==> src/rtl/snake_dir_arbiter_if.sv <==
// Direction-arbiter bus: debounced strobes and game controls in, committed heading and status out.
// The master side is the button/game logic, the slave side is the arbiter itself.
interface snake_dir_arbiter_if;
  logic       i_enable;
  logic       i_clear;
  logic       i_up;
  logic       i_right;
  logic       i_down;
  logic       i_left;
  logic       i_tick;
  logic [1:0] o_dir;
  logic       o_dir_changed;
  logic [1:0] o_q_count;
  logic       o_reject;
  logic       o_drop;

  modport master (
    output i_enable, i_clear, i_up, i_right, i_down, i_left, i_tick,
    input  o_dir, o_dir_changed, o_q_count, o_reject, o_drop
  );

  modport slave (
    input  i_enable, i_clear, i_up, i_right, i_down, i_left, i_tick,
    output o_dir, o_dir_changed, o_q_count, o_reject, o_drop
  );
endinterface

==> src/rtl/snake_dir_arbiter.sv <==
// Turns single-cycle direction strobes into one legal snake heading per game tick,
// buffering up to QDEPTH pending turns in a small circular queue.
module snake_dir_arbiter #(
  parameter int unsigned QDEPTH   = 2,
  parameter logic [1:0]  INIT_DIR = 2'b01
) (
  input  logic                i_clk,
  input  logic                i_rst_n,
  snake_dir_arbiter_if.slave  bus
);

  localparam logic [1:0] LastIdx  = 2'(QDEPTH - 1);
  localparam logic [1:0] FullCnt  = 2'(QDEPTH);

  // Storage sized for the largest legal depth so 2-bit pointers index it cleanly.
  logic [1:0] r_q [4];
  logic [1:0] r_head;
  logic [1:0] r_tail;
  logic [1:0] r_count;
  logic [1:0] r_dir;
  logic       r_dir_changed;
  logic       r_reject;
  logic       r_drop;

  logic [1:0] w_q_nxt [4];
  logic [1:0] w_head_nxt;
  logic [1:0] w_tail_nxt;
  logic [1:0] w_count_nxt;
  logic [1:0] w_dir_nxt;
  logic       w_dir_changed_nxt;
  logic       w_reject_nxt;
  logic       w_drop_nxt;

  logic       w_cand_vld;
  logic [1:0] w_cand;
  logic [1:0] w_last_idx;
  logic [1:0] w_ref;
  logic [1:0] w_head_val;
  logic       w_illegal;
  logic       w_full;
  logic       w_pop;
  logic       w_push;

  function automatic logic [1:0] ptr_inc(input logic [1:0] p);
    return (p == LastIdx) ? 2'd0 : p + 2'd1;
  endfunction

  // Candidate selection and legality against the most recent queued heading.
  always_comb begin
    w_cand_vld = bus.i_up | bus.i_right | bus.i_down | bus.i_left;
    if (bus.i_up)         w_cand = 2'b00;
    else if (bus.i_right) w_cand = 2'b01;
    else if (bus.i_down)  w_cand = 2'b10;
    else                  w_cand = 2'b11;

    w_last_idx = (r_tail == 2'd0) ? LastIdx : r_tail - 2'd1;
    w_ref      = (r_count != 2'd0) ? r_q[w_last_idx] : r_dir;
    w_head_val = r_q[r_head];
    w_illegal  = (w_cand == w_ref) || (w_cand == (w_ref ^ 2'b10));
    w_full     = (r_count == FullCnt);
    w_pop      = bus.i_tick && (r_count != 2'd0);
    // A pop in the same cycle frees the slot a full queue would otherwise lack.
    w_push     = w_cand_vld && !w_illegal && (!w_full || w_pop);
  end

  always_comb begin
    w_q_nxt           = r_q;
    w_head_nxt        = r_head;
    w_tail_nxt        = r_tail;
    w_count_nxt       = r_count;
    w_dir_nxt         = r_dir;
    w_dir_changed_nxt = 1'b0;
    w_reject_nxt      = 1'b0;
    w_drop_nxt        = 1'b0;

    if (bus.i_clear) begin
      w_dir_nxt   = INIT_DIR;
      w_head_nxt  = 2'd0;
      w_tail_nxt  = 2'd0;
      w_count_nxt = 2'd0;
    end else if (!bus.i_enable) begin
      w_head_nxt  = 2'd0;
      w_tail_nxt  = 2'd0;
      w_count_nxt = 2'd0;
    end else begin
      w_reject_nxt = w_cand_vld && w_illegal;
      w_drop_nxt   = w_cand_vld && !w_illegal && w_full && !w_pop;

      if (w_pop) begin
        w_dir_nxt         = w_head_val;
        w_dir_changed_nxt = (w_head_val != r_dir);
        w_head_nxt        = ptr_inc(r_head);
      end

      if (w_push) begin
        w_q_nxt[r_tail] = w_cand;
        w_tail_nxt      = ptr_inc(r_tail);
      end

      w_count_nxt = r_count + 2'(w_push) - 2'(w_pop);
    end
  end

  always_ff @(posedge i_clk or negedge i_rst_n) begin
    if (!i_rst_n) begin
      for (int i = 0; i < 4; i++) begin
        r_q[i] <= 2'b00;
      end
      r_head        <= 2'd0;
      r_tail        <= 2'd0;
      r_count       <= 2'd0;
      r_dir         <= INIT_DIR;
      r_dir_changed <= 1'b0;
      r_reject      <= 1'b0;
      r_drop        <= 1'b0;
    end else begin
      r_q           <= w_q_nxt;
      r_head        <= w_head_nxt;
      r_tail        <= w_tail_nxt;
      r_count       <= w_count_nxt;
      r_dir         <= w_dir_nxt;
      r_dir_changed <= w_dir_changed_nxt;
      r_reject      <= w_reject_nxt;
      r_drop        <= w_drop_nxt;
    end
  end

  assign bus.o_dir         = r_dir;
  assign bus.o_dir_changed = r_dir_changed;
  assign bus.o_q_count     = r_count;
  assign bus.o_reject      = r_reject;
  assign bus.o_drop        = r_drop;

endmodule

==> src/flat_wrapper.sv <==
// flat-port wrapper written by rule: the top's interface ports become plain ports
module snake_dir_arbiter_flat 
#(
  parameter int unsigned QDEPTH   = 2,
  parameter logic [1:0]  INIT_DIR = 2'b01
)
  (i_clk, i_rst_n, bus_i_enable, bus_i_clear, bus_i_up, bus_i_right, bus_i_down, bus_i_left, bus_i_tick, bus_o_dir, bus_o_dir_changed, bus_o_q_count, bus_o_reject, bus_o_drop);
  snake_dir_arbiter_if bus_i ();
  input  logic i_clk;
  input  logic i_rst_n;
  input wire logic [$bits(bus_i.i_enable)-1:0] bus_i_enable;
  input wire logic [$bits(bus_i.i_clear)-1:0] bus_i_clear;
  input wire logic [$bits(bus_i.i_up)-1:0] bus_i_up;
  input wire logic [$bits(bus_i.i_right)-1:0] bus_i_right;
  input wire logic [$bits(bus_i.i_down)-1:0] bus_i_down;
  input wire logic [$bits(bus_i.i_left)-1:0] bus_i_left;
  input wire logic [$bits(bus_i.i_tick)-1:0] bus_i_tick;
  output wire logic [$bits(bus_i.o_dir)-1:0] bus_o_dir;
  output wire logic [$bits(bus_i.o_dir_changed)-1:0] bus_o_dir_changed;
  output wire logic [$bits(bus_i.o_q_count)-1:0] bus_o_q_count;
  output wire logic [$bits(bus_i.o_reject)-1:0] bus_o_reject;
  output wire logic [$bits(bus_i.o_drop)-1:0] bus_o_drop;
  assign bus_i.i_enable = bus_i_enable;
  assign bus_i.i_clear = bus_i_clear;
  assign bus_i.i_up = bus_i_up;
  assign bus_i.i_right = bus_i_right;
  assign bus_i.i_down = bus_i_down;
  assign bus_i.i_left = bus_i_left;
  assign bus_i.i_tick = bus_i_tick;
  assign bus_o_dir = bus_i.o_dir;
  assign bus_o_dir_changed = bus_i.o_dir_changed;
  assign bus_o_q_count = bus_i.o_q_count;
  assign bus_o_reject = bus_i.o_reject;
  assign bus_o_drop = bus_i.o_drop;
  snake_dir_arbiter #(.QDEPTH(QDEPTH), .INIT_DIR(INIT_DIR)) u_core (.i_clk(i_clk), .i_rst_n(i_rst_n), .bus(bus_i));
endmodule
==> config.mk <==
export PLATFORM = sky130hd
export DESIGN_NAME = snake_dir_arbiter_flat
export DESIGN_NICKNAME = d
export VERILOG_FILES = /design/src/rtl/snake_dir_arbiter_if.sv /design/src/rtl/snake_dir_arbiter.sv /design/src/flat_wrapper.sv
export SDC_FILE = /design/constraint.sdc
export NUM_CORES = 1
export LEC_CHECK = 0
export ABC_CLOCK_PERIOD_IN_PS = 6000
export BUFFER_PORTS_ARGS = -buffer_cell sky130_fd_sc_hd__buf_2
export CELL_PAD_IN_SITES_DETAIL_PLACEMENT = 1
export CELL_PAD_IN_SITES_GLOBAL_PLACEMENT = 2
export CORE_MARGIN = 5
export CORE_UTILIZATION = 37
export DETAILED_ROUTE_END_ITERATION = 8
export PLACE_DENSITY = 0.78
export SYNTH_ARGS = -nofsm -noshare
export SYNTH_HDL_FRONTEND = slang
export SYNTH_SLANG_ARGS = --single-unit
==> constraint.sdc <==
create_clock -name i_clk -period 6 [get_ports i_clk]
set_clock_uncertainty 0.15 [all_clocks]
set_input_delay 0.6 -clock i_clk [delete_from_list [all_inputs] [get_ports i_clk]]
set_output_delay 0.6 -clock i_clk [all_outputs]
set_load 0.02 [all_outputs]
## Yosys cells after proc, flatten, opt, wreduce, memory -nomap -nowiden

Cells that the tools add are included.

- Bits in registers: 19
- Input bits: 9
- Output and inout bits: 7
- Word-level logic and storage cells: 88

- $add $sub $neg: 5
- Magnitude comparators: 4
- Equal/unequal tests: 8
- Mux-type cells: 34
- Bitwise operators: 8
- Reductions and logical operators: 18

Operator list:

| operator | number |
|---|---|
| two-way mux 2 bit | 22 |
| >= comparator 3 bit (second input constant) | 3 |
| inverter 2 -> 3 bit | 3 |
| binary-select mux 2 bit (select 2 bit) | 2 |
| bitwise mux 8 bit | 1 |
| two-way mux 1 bit | 8 |
| logical AND 1 bit | 7 |
| inequality test 3 x 1 -> 1 bit (second input constant) | 2 |
| nonzero test 2 bit | 3 |
| adder 2 x 1 -> 2 bit (second input constant) | 2 |
| demux 2 bit (select 2 bit) | 1 |
| equality test 2 x 1 -> 1 bit (second input constant) | 2 |
| equality test 2 bit | 2 |
| logical NOT 1 bit | 3 |
| less-than comparator 3 x 1 -> 1 bit (second input constant) | 1 |
| OR 1 bit | 3 |
| AND reduction 3 bit | 1 |
| adder 2 x 1 -> 2 bit | 1 |
| equality test 2 bit (second input constant) | 1 |
| logical NOT 2 bit | 1 |
| logical OR 1 bit | 2 |
| inequality test 2 bit | 1 |
| inverter 1 bit | 2 |
| AND reduction 2 bit | 1 |
| 2 further kinds | 2 |

## Logic depth before layout (Yosys ltp)

- Word-level depth: 17
- Gate-level depth with buffers: 9
- Depth with buffers taken out: 8

## Least setup slack after synthesis

OpenSTA, ideal clock, no wires.

- Path type: input to register
- Start point: input port bus_i_tick
- End point: register u_core.r_count[1], in the netlist u_core.bus.o_q_count[1]
- Setup time: 0.119 ns
- Arrival: 2.018 ns
- Data required time: 5.731 ns
- Slack: 3.713 ns
- Cell stages on the path: 8
- Path buffers: 0
- Cell sequence: or3b_1 o21ai_1 nor3_1 a21o_1 ha_1 xor2_1 xnor2_1 nor2_1

- Word-level cells in the longest chain between the ends: 7

RTL lines:

| item | RTL line | source |
|---|---|---|
| from (decl) | flat_wrapper.sv:17 | `input wire logic [$bits(bus_i.i_tick)-1:0] bus_i_tick;` |
| logical AND 1 bit (*) | snake_dir_arbiter.sv:61 | `w_pop = bus.i_tick && (r_count != 2'd0);` |
| logical OR 1 bit | snake_dir_arbiter.sv:63 | `w_push = w_cand_vld && !w_illegal && (!w_full \|\| w_pop);` |
| logical AND 1 bit | snake_dir_arbiter.sv:63 |  |
| adder 2 x 1 -> 2 bit | snake_dir_arbiter.sv:100 | `w_count_nxt = r_count + 2'(w_push) - 2'(w_pop);` |
| subtractor 2 x 1 -> 2 bit (*) | snake_dir_arbiter.sv:100 |  |
| two-way mux 2 bit (*) | snake_dir_arbiter.sv:81 | `end else if (!bus.i_enable) begin` |
| two-way mux 2 bit (*) | snake_dir_arbiter.sv:76 | `if (bus.i_clear) begin` |
| net u_core.w_count_nxt[1] | snake_dir_arbiter.sv:28 | `logic [1:0] w_count_nxt;` |
| to (signal assigned) | snake_dir_arbiter.sv:120 | `r_count <= w_count_nxt;` |
| to (decl) | snake_dir_arbiter.sv:19 | `logic [1:0] r_count;` |

Mark *: on every way through the listed nets, which the timed path passes. The rest lies on a longest branch.
A chain may end at the register's enable or synchronous reset.

## Final worst setup path

- Start point: register u_core.r_count[1], in the netlist u_core.bus.o_q_count[1]
- End point: register u_core.r_count[1], in the netlist u_core.bus.o_q_count[1]

- Word-level cells in the longest chain between the ends: 12
- Elaborated cells between the ends (all ways): 17
- Classes of those cells: 2 x add/sub; 3 x eq/ne; 3 x mux; 1 x bitwise; 8 x reduce/logical

RTL lines:

| item | RTL line | source |
|---|---|---|
| nonzero test 2 bit | snake_dir_arbiter.sv:57, snake_dir_arbiter.sv:61 |  |
| two-way mux 2 bit | snake_dir_arbiter.sv:57 | `w_ref = (r_count != 2'd0) ? r_q[w_last_idx] : r_dir;` |
| inverter 1 bit (no line) | -- |  |
| equality test 2 bit | snake_dir_arbiter.sv:59 | `w_illegal = (w_cand == w_ref) \|\| (w_cand == (w_ref ^ 2'b10));` |
| logical OR 1 bit | snake_dir_arbiter.sv:59 |  |
| logical NOT 1 bit | snake_dir_arbiter.sv:63 |  |
| logical AND 1 bit (2 in a row) | snake_dir_arbiter.sv:63 |  |
| adder 2 x 1 -> 2 bit | snake_dir_arbiter.sv:100 |  |
| subtractor 2 x 1 -> 2 bit (*) | snake_dir_arbiter.sv:100 |  |
| two-way mux 2 bit (*) | snake_dir_arbiter.sv:81 |  |
| two-way mux 2 bit (*) | snake_dir_arbiter.sv:76 |  |
| net u_core.w_count_nxt[1] | snake_dir_arbiter.sv:28 |  |

Marked as above.

==> flow_summary_export.csv <==
group,metric,value,unit
status,status,"complete, no violations",
pwr,power.leakage,0.000556,µW
synth,syn-num-nets,120,
synth,yosys_warnings,0,
synth,synth_seq_cells,19,
synth,netlist_area,1060,µm²
sta,worstMarginPinSlew,656,ps
sta,slew_headroom,56.2,%
sta,finalWorstPathRequiredPeriod,2390,ps
worst_setup_path,r2r_end,"u_core.bus.o_q_count[1]$_DFF_PN0_",
die,top_level_ports,16,
cells_and_area,fillers,332,
worst_setup_path,cpPeakStageDelay,440,ps
placed_design,place.gp.congestion,0.766,
synth,syn-instance-count,109,
detailed_routing,dr.pass1.iters,4,
synth,synthArstFlopShare,100,%
sta,fin_crit_sh,39.9,%
placed_design,place_hpwl,1.95,mm
clock_tree,clock_sinks,19,
clock_tree,cts_setup_buffers,0,
clock_tree,clk_pin_slew,120,ps
worst_setup_path,cp_slowest_cell,"dfrtp_1",
placed_design,portBuffers,15,
sta,setup_viol,0,
cells_and_area,nNetsFinal,136,
cells_and_area,final_cell_area,1180,µm²
synth,synth_cell_types,33,
grt,grt_max_degree,20,
sta,rsz0062_at_grt,"false",
pwr,ir_drop,0.000187,V
clock_tree,cts_root_buf,"clkbuf_4",
detailed_routing,wl,2.61,mm
die,die_h,63.5,µm
worst_setup_path,crit_start,"u_core.bus.o_q_count[1]$_DFF_PN0_",
clock_tree,cts_buffers,3,
sta,timing.final.max_slew_violations,0,
synth,yosys.area.top_type_share,42.6,%
die,fp.coreArea,2760,µm²
grt,track_usage,13.7,%
worst_setup_path,cp_cell_sequence,"or2_1 -> a21o_1 -> or2_1 -> a21o_1 -> ha_1 -> xor2_1 -> xnor2_1 -> nor2_1",
worst_setup_path,reg2regPathDepth,8,
min_path,hp-class,"in -> async",
clock_tree,cts.path.max_buffers,2,
grt,grt_pass1_vias,914,
detailed_routing,drt_iter0_drc,17,
clock_tree,worstSkewPairLatency,310,ps
synth,yosysSeqAreaShare,45.0,%
clock_tree,cts_max_level,1,
cells_and_area,most-common-layout-cells,"18 x dfrtp_1, 15 x buf_2, 11 x nand2_1",
die,std_cell_rows,19,
grt,grt_pass1_wl,4.34,mm
flow_run,maxCapViolCount,0,
synth,syn_area_per_cell,9.71,µm²
sta,hold_violations,0,
cells_and_area,drive_above_1_share,19.4,%
placed_design,dpl_cell_area,1150,µm²
grt,antenna_found_initial,0,
detailed_routing,ant_nets,0,
detailed_routing,drcViolationCount,0,
clock_tree,tritoncts,"built",
worst_setup_path,rrSetupSlack,3610,ps
worst_setup_path,critPathKind,"reg -> reg",
worst_setup_path,r2r-start,"u_core.bus.o_q_count[1]$_DFF_PN0_",
worst_setup_path,path_max_fanout,10,
detailed_routing,routedWlPerCell,16.8,µm
clock_tree,postCtsHoldBufs,0,
die,die_area,4030,µm²
cells_and_area,area_growth,11.1,%
grt,overflow,0,
synth,synth-edff-count,0,
worst_setup_path,arrival,2440,ps
synth,synth.largest_area_cell,"dfrtp_1",
worst_setup_path,crit_required,6050,ps
die,start_util,38.4,%
pwr,powerDensity,312,nW/µm²
sta,tns,0,ps
worst_setup_path,worstSetupEndpointType,"register",
clock_tree,post_cts_resized,0,
sta,fmax,418,MHz
synth,synth_flop_cell,"dfrtp_1",
detailed_routing,vias,862,
cells_and_area,antennaDiodeCount,0,
cells_and_area,final_common_cell,"dfrtp_1",
worst_setup_path,start_kind,"register",
detailed_routing,via_per_inst,5.56,
synth,synth.top_cells.by_area,"dfrtp_1 43%, mux2_1 4.3%, mux4_2 4.3%",
die,dieWidth,63.5,µm
worst_setup_path,crit_path_end,"u_core.bus.o_q_count[1]$_DFF_PN0_",
==> registers in the layout, indices dropped and copies added, names as in the netlist <==
register,count
u_core.r_q,8
u_core.bus.o_dir,2
u_core.bus.o_q_count,2
u_core.r_head,2
u_core.r_tail,2
u_core.bus.o_dir_changed,1
u_core.bus.o_drop,1
u_core.bus.o_reject,1
==> synth_stat cells (3+ instances only) <==
master   number
o21ai_0       8
nand2_1      11
nor4_1        3
mux2i_1       3
nor3_1        6
xnor2_1       5
nor2b_1       3
nor2_1        8
a21oi_1       7
nand3_1       3
dfrtp_1      18
mux2_1        4
==> cell type report <==
type                       instances  area, µm²  share of cell area (%)
multi-input combinational         83        547                    46.5
sequential                        19        477                    40.5
timing repair buffer              15       75.1                    6.38
tap                               31       38.8                    3.30
clock buffer                       3       22.5                    1.91
inverter                           3       11.3                   0.957
clock inverter                     1       5.00                   0.426
==> cell families (layout without fill, tap and decap cells) <==
family	Yosys count	count (layout)	synth area share, %
flops	19	19	45.0
xor+xnor	6	6	4.96
compound gates	21	21	11.1
fa+ha+maj	2	2	2.36
mux	9	9	11.3
buf+inv	7	22	3.31
simple gates	45	45	21.9
==> per-stage QoR <==
stage               setup WS, ps  util (%)  hold slack (ps)  power (µW)  std cells
finish                      3610      42.6             60.6         367        155
floorplan                   3710         -              154         268        109
CTS                         3620      42.6             82.9         371        155
detailed placement          3400      41.7              330         302        151
global route                3460      42.6             94.1         393        155
global placement            3430      41.7              326         298        151
==> critical path, delay by kind of cell, from the launching register on <==
kind | cells | cell delay, ps
AO/OA/AOI/OAI | 2 | 480
XOR/XNOR | 2 | 290
adder cells (fa/ha/maj) | 1 | 190
flip-flops | 1 | 440
AND/OR/NAND/NOR | 3 | 730
==> power by group <==
part,internal [µW],switching (µW),total [µW]
Sequential,149,20.0,169
Combinational,56.3,73.1,129
Clock,24.9,44.2,69.2
Total,230,137,367
==> worst min-delay path by stage <==
stage / from / to
3_3_place_gp: u_core.r_q[5]$_DFFE_PN0P_ / u_core.r_q[5]$_DFFE_PN0P_
4_1_cts: i_rst_n / u_core.r_tail[1]$_DFFE_PN0P_
3_5_place_dp: u_core.r_q[5]$_DFFE_PN0P_ / u_core.r_q[5]$_DFFE_PN0P_
6_report: i_rst_n / u_core.r_tail[1]$_DFFE_PN0P_
2_1_floorplan: i_rst_n / u_core.bus.o_dir[1]$_DFFE_PN0P_
5_1_grt: i_rst_n / u_core.bus.o_dir_changed$_DFF_PN0_
==> routing by layer <==
metal  share of wire (%)  global-route usage, %  vias to the layer above
met4                 1.7                   5.45                        0
li1                    -                      -                      416
met1                  44                   17.5                      421
met2                  50                   23.2                       20
met5                   0                      0                        -
met3                 4.5                   1.78                        5
Power figures use the tool's default switching activity.
